<file path="src/rtl/bcd3_timer.sv">
// -----------------------------------------------------------------------------
// bcd3_timer
//   Three-digit BCD reaction/run timer with a tick prescaler, saturation at 999,
//   an end-of-run pulse and optional best (lowest) run time tracking.
//
//   Optional feature macro: BCD3_BEST_TIME_EN
//     defined   -> best / best_valid track the lowest valid run time
//     undefined -> best = 0x000, best_valid = 0, no best registers
//
//   Parameters
//     TICK_DIV    enabled clk cycles per count increment
//
//   Ports
//     clk         system clock, rising edge
//     ar          asynchronous reset, active low
//     ctr_en      count enable, high = run
//     ctr_ar      synchronous count clear, active low (beats ctr_en and ticks)
//     bcd[11:0]   count, {hundreds, tens, units}
//     ovf         sticky saturation flag (count reached 999 and ticked again)
//     done        one-cycle pulse when a run ends (ctr_en falls, no clear)
//     best[11:0]  lowest valid run time seen, BCD
//     best_valid  best holds a real result
// -----------------------------------------------------------------------------
module bcd3_timer #(
    parameter int unsigned TICK_DIV = 10000
) (
    input  logic        clk,
    input  logic        ar,
    input  logic        ctr_en,
    input  logic        ctr_ar,
    output logic [11:0] bcd,
    output logic        ovf,
    output logic        done,
    output logic [11:0] best,
    output logic        best_valid
);

    localparam int unsigned   PW        = (TICK_DIV > 1) ? $clog2(TICK_DIV) : 1;
    localparam logic [PW-1:0] PRESC_MAX = PW'(TICK_DIV - 1);

    logic [PW-1:0] presc;
    logic [11:0]   bcd_inc;
    logic          en_d;
    logic          run_end;

    // BCD +1 with ripple carry; the 999 case is handled by the caller.
    always_comb begin
        bcd_inc = bcd;
        if (bcd[3:0] != 4'd9) begin
            bcd_inc[3:0] = bcd[3:0] + 4'd1;
        end else begin
            bcd_inc[3:0] = '0;
            if (bcd[7:4] != 4'd9) begin
                bcd_inc[7:4] = bcd[7:4] + 4'd1;
            end else begin
                bcd_inc[7:4]  = '0;
                bcd_inc[11:8] = bcd[11:8] + 4'd1;
            end
        end
    end

    always_ff @(posedge clk or negedge ar) begin
        if (!ar) begin
            presc <= '0;
            bcd   <= '0;
            ovf   <= 1'b0;
        end else if (!ctr_ar) begin
            presc <= '0;
            bcd   <= '0;
            ovf   <= 1'b0;
        end else if (ctr_en) begin
            if (presc == PRESC_MAX) begin
                presc <= '0;
                if (bcd == 12'h999) begin
                    ovf <= 1'b1;
                end else begin
                    bcd <= bcd_inc;
                end
            end else begin
                presc <= presc + PW'(1);
            end
        end
    end

    // Falling ctr_en ends a run unless the same edge clears the count.
    assign run_end = en_d && !ctr_en && ctr_ar;

    always_ff @(posedge clk or negedge ar) begin
        if (!ar) begin
            en_d <= 1'b0;
            done <= 1'b0;
        end else begin
            en_d <= ctr_en;
            done <= run_end;
        end
    end

`ifdef BCD3_BEST_TIME_EN
    // Updated on the same edge that raises done; ctr_ar deliberately not used.
    // Packed BCD compares correctly as plain unsigned.
    always_ff @(posedge clk or negedge ar) begin
        if (!ar) begin
            best       <= '0;
            best_valid <= 1'b0;
        end else if (run_end && (bcd != '0) && !ovf && (!best_valid || (bcd < best))) begin
            best       <= bcd;
            best_valid <= 1'b1;
        end
    end
`else
    assign best       = '0;
    assign best_valid = 1'b0;
`endif

endmodule

</file>
<file path="config.mk">
export PLATFORM = sky130hd
export DESIGN_NAME = bcd3_timer
export DESIGN_NICKNAME = d
export VERILOG_FILES = /design/src/rtl/bcd3_timer.sv
export SDC_FILE = /design/constraint.sdc
export NUM_CORES = 1
export LEC_CHECK = 0
export BUFFER_PORTS_ARGS = -buffer_cell sky130_fd_sc_hd__buf_2
export CAP_MARGIN = 15
export CORE_MARGIN = 5
export CORE_UTILIZATION = 55
export CTS_CLUSTER_DIAMETER = 150
export DETAILED_ROUTE_END_ITERATION = 12
export PLACE_DENSITY = 0.77
export RECOVER_POWER = 25
export SETUP_SLACK_MARGIN = 0.4
export SLEW_MARGIN = 10
export SYNTH_ARGS = -nofsm -noshare
export SYNTH_HDL_FRONTEND = slang
export SYNTH_SLANG_ARGS = --single-unit
</file>
<file path="constraint.sdc">
create_clock -name clk -period 7 [get_ports clk]
set_clock_uncertainty 0.05 [all_clocks]
set_input_delay 0.35 -clock clk [delete_from_list [all_inputs] [get_ports clk]]
set_output_delay 0.35 -clock clk [all_outputs]
set_load 0.005 [all_outputs]
</file>
# After elaboration in Yosys (flattened, before gate mapping)
# Index checks and enable logic that the tools add are counted.
[word_totals] regBits=29 inputBits=4 out_inout_bits=27 wordCells=43
[classes] addsub=4 n_eq_ne=10 mux=15 reduce_logical=7
[ops] cell="two-way mux 12 bit" count=4
[ops] cell="two-way mux 14 bit" count=3
[ops] cell="adder 14 x 1 -> 14 bit (second input constant)" count=1
[ops] cell="== test 14 bit (second input constant)" count=1
[ops] cell="adder 4 x 1 -> 4 bit (second input constant)" count=3
[ops] cell="== test 12 bit (second input constant)" count=1
[ops] cell="two-way mux 4 bit" count=3
[ops] cell="two-way mux 8 bit" count=1
[ops] cell="!= test 2 bit (second input constant)" count=4
[ops] cell="!= test 4 bit (second input constant)" count=2
[ops] cell="AND reduction 3 bit" count=2
[ops] cell="AND reduction 5 bit" count=1
[ops] cell="two-way mux 1 bit" count=4
[ops] cell="!= test 2 x 1 -> 1 bit (second input constant)" count=2
[ops] cell="AND reduction 4 bit" count=1
[ops] cell="logical AND 1 bit" count=2
[ops] cell="zero test 1 bit" count=1

# Longest topological paths before layout
[depth] ltp_word=7 mapped_depth=7 depth_no_buf=6

# Worst setup path before layout
# No wires, ideal clock.
[synth_timing] path_kind="reg-to-reg" startpoint="reg presc[7]" endpoint="reg bcd[11]" setup_ns=0.078 arrival_time_ns=2.105 required_ns=6.872 path_slack_ns=4.767 stages_incl_launch_ff=6 n_path_buf=1 period_less_slack_ns=2.233 path_cell_list="dfrtp_1 > or3b_4 > or4_4 > buf_6 > or4_1 > a21oi_1"
[synth_via] elab_chain_len=3
[synth_rtl] element="from (decl)" line="41" text="logic [PW-1:0] presc;"
[synth_rtl] element="from (signal assigned)" line="80" text="presc <= presc + PW'(1);"
[synth_rtl] element="== test 14 bit" line="72" text="if (presc == PRESC_MAX) begin"
[synth_rtl] element="!= test 2 x 1 -> 1 bit (no line)"
[synth_rtl] element="AND reduction 5 bit (no line)"
[synth_rtl] element="to (signal assigned)" line="77" text="bcd <= bcd_inc;"
[synth_rtl] element="to (decl)" line="31" text="output logic [11:0] bcd,"
# No other way between the ends.
# A chain may end at the register's enable or synchronous reset.

# Worst setup path in the final report
[layout_timing] startpoint="reg presc[7]" endpoint="reg bcd[5]"
[layout_via] elab_chain_len=3
[layout_rtl] element="== test 14 bit" line="72"
[layout_rtl] element="!= test 2 x 1 -> 1 bit (no line)"
[layout_rtl] element="AND reduction 4 bit (no line)"
# No other way between the ends.

==> impl_metrics.ini <==
[cts]
post_cts_resized = 0
cts_tree = yes
cts_buffers = 5
cts_root_buf = clkbuf_4
htreeDepth = 2
clkTransAtPathRegs_ps = 100
postCtsHoldBufs = 0
clk_path_buf_depth = 2
post_cts_buffers = 0
cts_sinks = 29
clk_latency_ps = 330

[run]
maxCapViolCount = 1

[drt]
drtAntennaViolNets = 0
via_per_inst = 6.008
wl_per_cell_um = 15.44
drt_pass1_iterations = 4
drcViolationCount = 0
route.vias.total = 1520
drt_iter0_drc = 137
wl_um = 3907

[sta]
setup_tns_ps = 0
rsz0062_at_grt = no
hold_violations = 0
setup_viol = 0
drv_slew = 30
fmax_ghz = 0.4205
maxSlewHeadroom_pct = -3.080
finalCritPeriodShare_pct = 33.97
worst_pin_slew_ps = 1546
min_period_ps = 2378

[synth]
synth_ff_type = dfrtp_1
syn-instance-count = 193
synthXorXnorAreaFrac_pct = 2.442
ys_seq_elements = 29
synth_top_area_cell = dfrtp_1
synth_cell_types = 44
yosys_warnings = 0
seq_area_frac_synth_pct = 40.47
syn_area_um2 = 1793
yosysMostFrequentCell = dfrtp_1
yosysTopAreaCellShare_pct = 40.47
synthTopCellsByArea = dfrtp_1 (40%), buf_4 (5.4%), ha_1 (4.9%)
synth_edf_count = 0
avgSynthCellArea_um2 = 9.290
synth_simple_gate_area_share_pct = 24.56
async_flop_share_pct = 100.0
synth_mux_area_share_pct = 1.675
yosys-top-cells-count = dfrtp_1 (29), nand2_1 (15), buf_4 (13)
synth_compound_area_share_pct = 16.54
synth-adder-area-share_pct = 4.885
synth_top_family_by_area = simple AND/OR/NAND/NOR gates

[grt]
grt_overflow = 0
grt_pass1_wl_um = 6789
grt_pass1_vias = 1447
grt_max_degree = 30
antenna_found_initial = 0
grt_usage_pct = 19.50

[die]
initial_utilization_pct = 58.25
die_w_um = 67.10
num_rows = 20
core_um2 = 3078
fp.dieH_um = 67.10
ios = 31
dieArea_um2 = 4502

[place]
place_congestion = 0.9076
io_buffer_count = 17
dpl.hpwl_um = 2800

[cells_and_area]
antenna_cells = 0
area_growth_pct = 6.560
drive_above_1_share_pct = 12.44
final_nets = 219
num-fill-cells = 280
utilization_pct = 62.07

[min_path]
min_path_type = primary input to asynchronous set/reset pin

[setup_path]
setup.worst_path.start_class = flop
critPathCaptureType = flop
worst_ep_required_time_ps = 7200
worstSetupPathType = flop to flop
path_max_fanout = 18
worst_ep_arrival_time_ps = 2580

[power]
peakVddDrop_mv = 0.1409
leakagePower_nw = 0.8086
power.density_nw_per_um2 = 159.2

[run_status]
status = complete, but fails checks
violations = max-capacitance violations, max-slew violations
-- cell families after synthesis --
kind of cell    count (synthesis)
fa+ha+maj                       7
buf+inv                        29
simple gates                   74
flops                          29
xor+xnor                        5
other cells                     1
compound gates                 45
mux                             3
-- metal layers --
metal,vias to the layer above,track usage (%),share of wire [%]
li1,728,-,-
met2,39,31.04,47
met4,0,6.582,1.9
met1,742,26.11,45
met5,-,0,0
met3,11,4.047,6.1
-- power breakdown --
part	internal, mW	switching [mW]
combinational	0.00288	0.0123
clock	0.0582	0.0607
sequential	0.169	0.00127
total	0.230	0.0743
-- cells in the final DEF (no fill, tap or decap), drive strengths merged, types with 4 or more instances in the layout --
cell,instances
dfrtp,29
nand4,4
nor4,8
a21oi,11
nand3,9
nand2,15
a31oi,5
nor2,8
o21ai,10
clkbuf,9
ha,7
buf,15
o31ai,6
xnor2,4
inv,8
conb,13
or4,8
-- per-stage QoR --
step | instances | hold slack (ps) | setup WS (ps) | total power, mW | instance area, um^2
2_1_floorplan | 205 | 4.409 | 4767 | 0.1875 | 1838
3_3_place_gp | 245 | 361.8 | 4721 | 0.1883 | 1843
3_5_place_dp | 245 | 366.7 | 4665 | 0.1889 | 1843
4_1_cts | 253 | 7.519 | 4638 | 0.3070 | 1913
5_1_grt | 253 | 332.5 | 4505 | 0.3190 | 1911
6_report | 253 | 332.3 | 4622 | 0.3042 | 1911
-- sequential cells by signal (all words and copies together) (netlist names) --
register,flops
bcd,12
done,1
en_d,1
ovf,1
presc,14
-- worst paths after layout --
path | start | end | slack, ps | depth (start not counted)
worst max-delay path | presc[7] | bcd[5] | 4620 | 4
worst min-delay path | ar | en_d | 330 | 1
worst max register to register | presc[7] | bcd[5] | 4620 | 4
worst min register to register | en_d | done | 410 | 1
max in group asynchronous | ar | bcd[1] | 5660 | 1
min in group clk | ctr_ar | bcd[6] | 340 | 3
-- worst max-delay path: stages (launching register included) --
cell	delay, ps
dfrtp_1	470
or3b_4	440
or4_4	640
or4_1	540
a21oi_1	160
-- area by class of cell --
| cell class | instances | area (um^2) | area share, % |
|---|---|---|---|
| repair buffers | 17 | 82.58 | 4.322 |
| flip-flops and latches | 29 | 725.7 | 37.98 |
| well taps | 44 | 55.05 | 2.881 |
| clock buffers | 7 | 65.06 | 3.405 |
| multi-input cells | 147 | 947.2 | 49.57 |
| clock inverters | 1 | 5.005 | 0.2620 |
| inverters | 8 | 30.03 | 1.572 |
(Power assumes the default switching activity.)
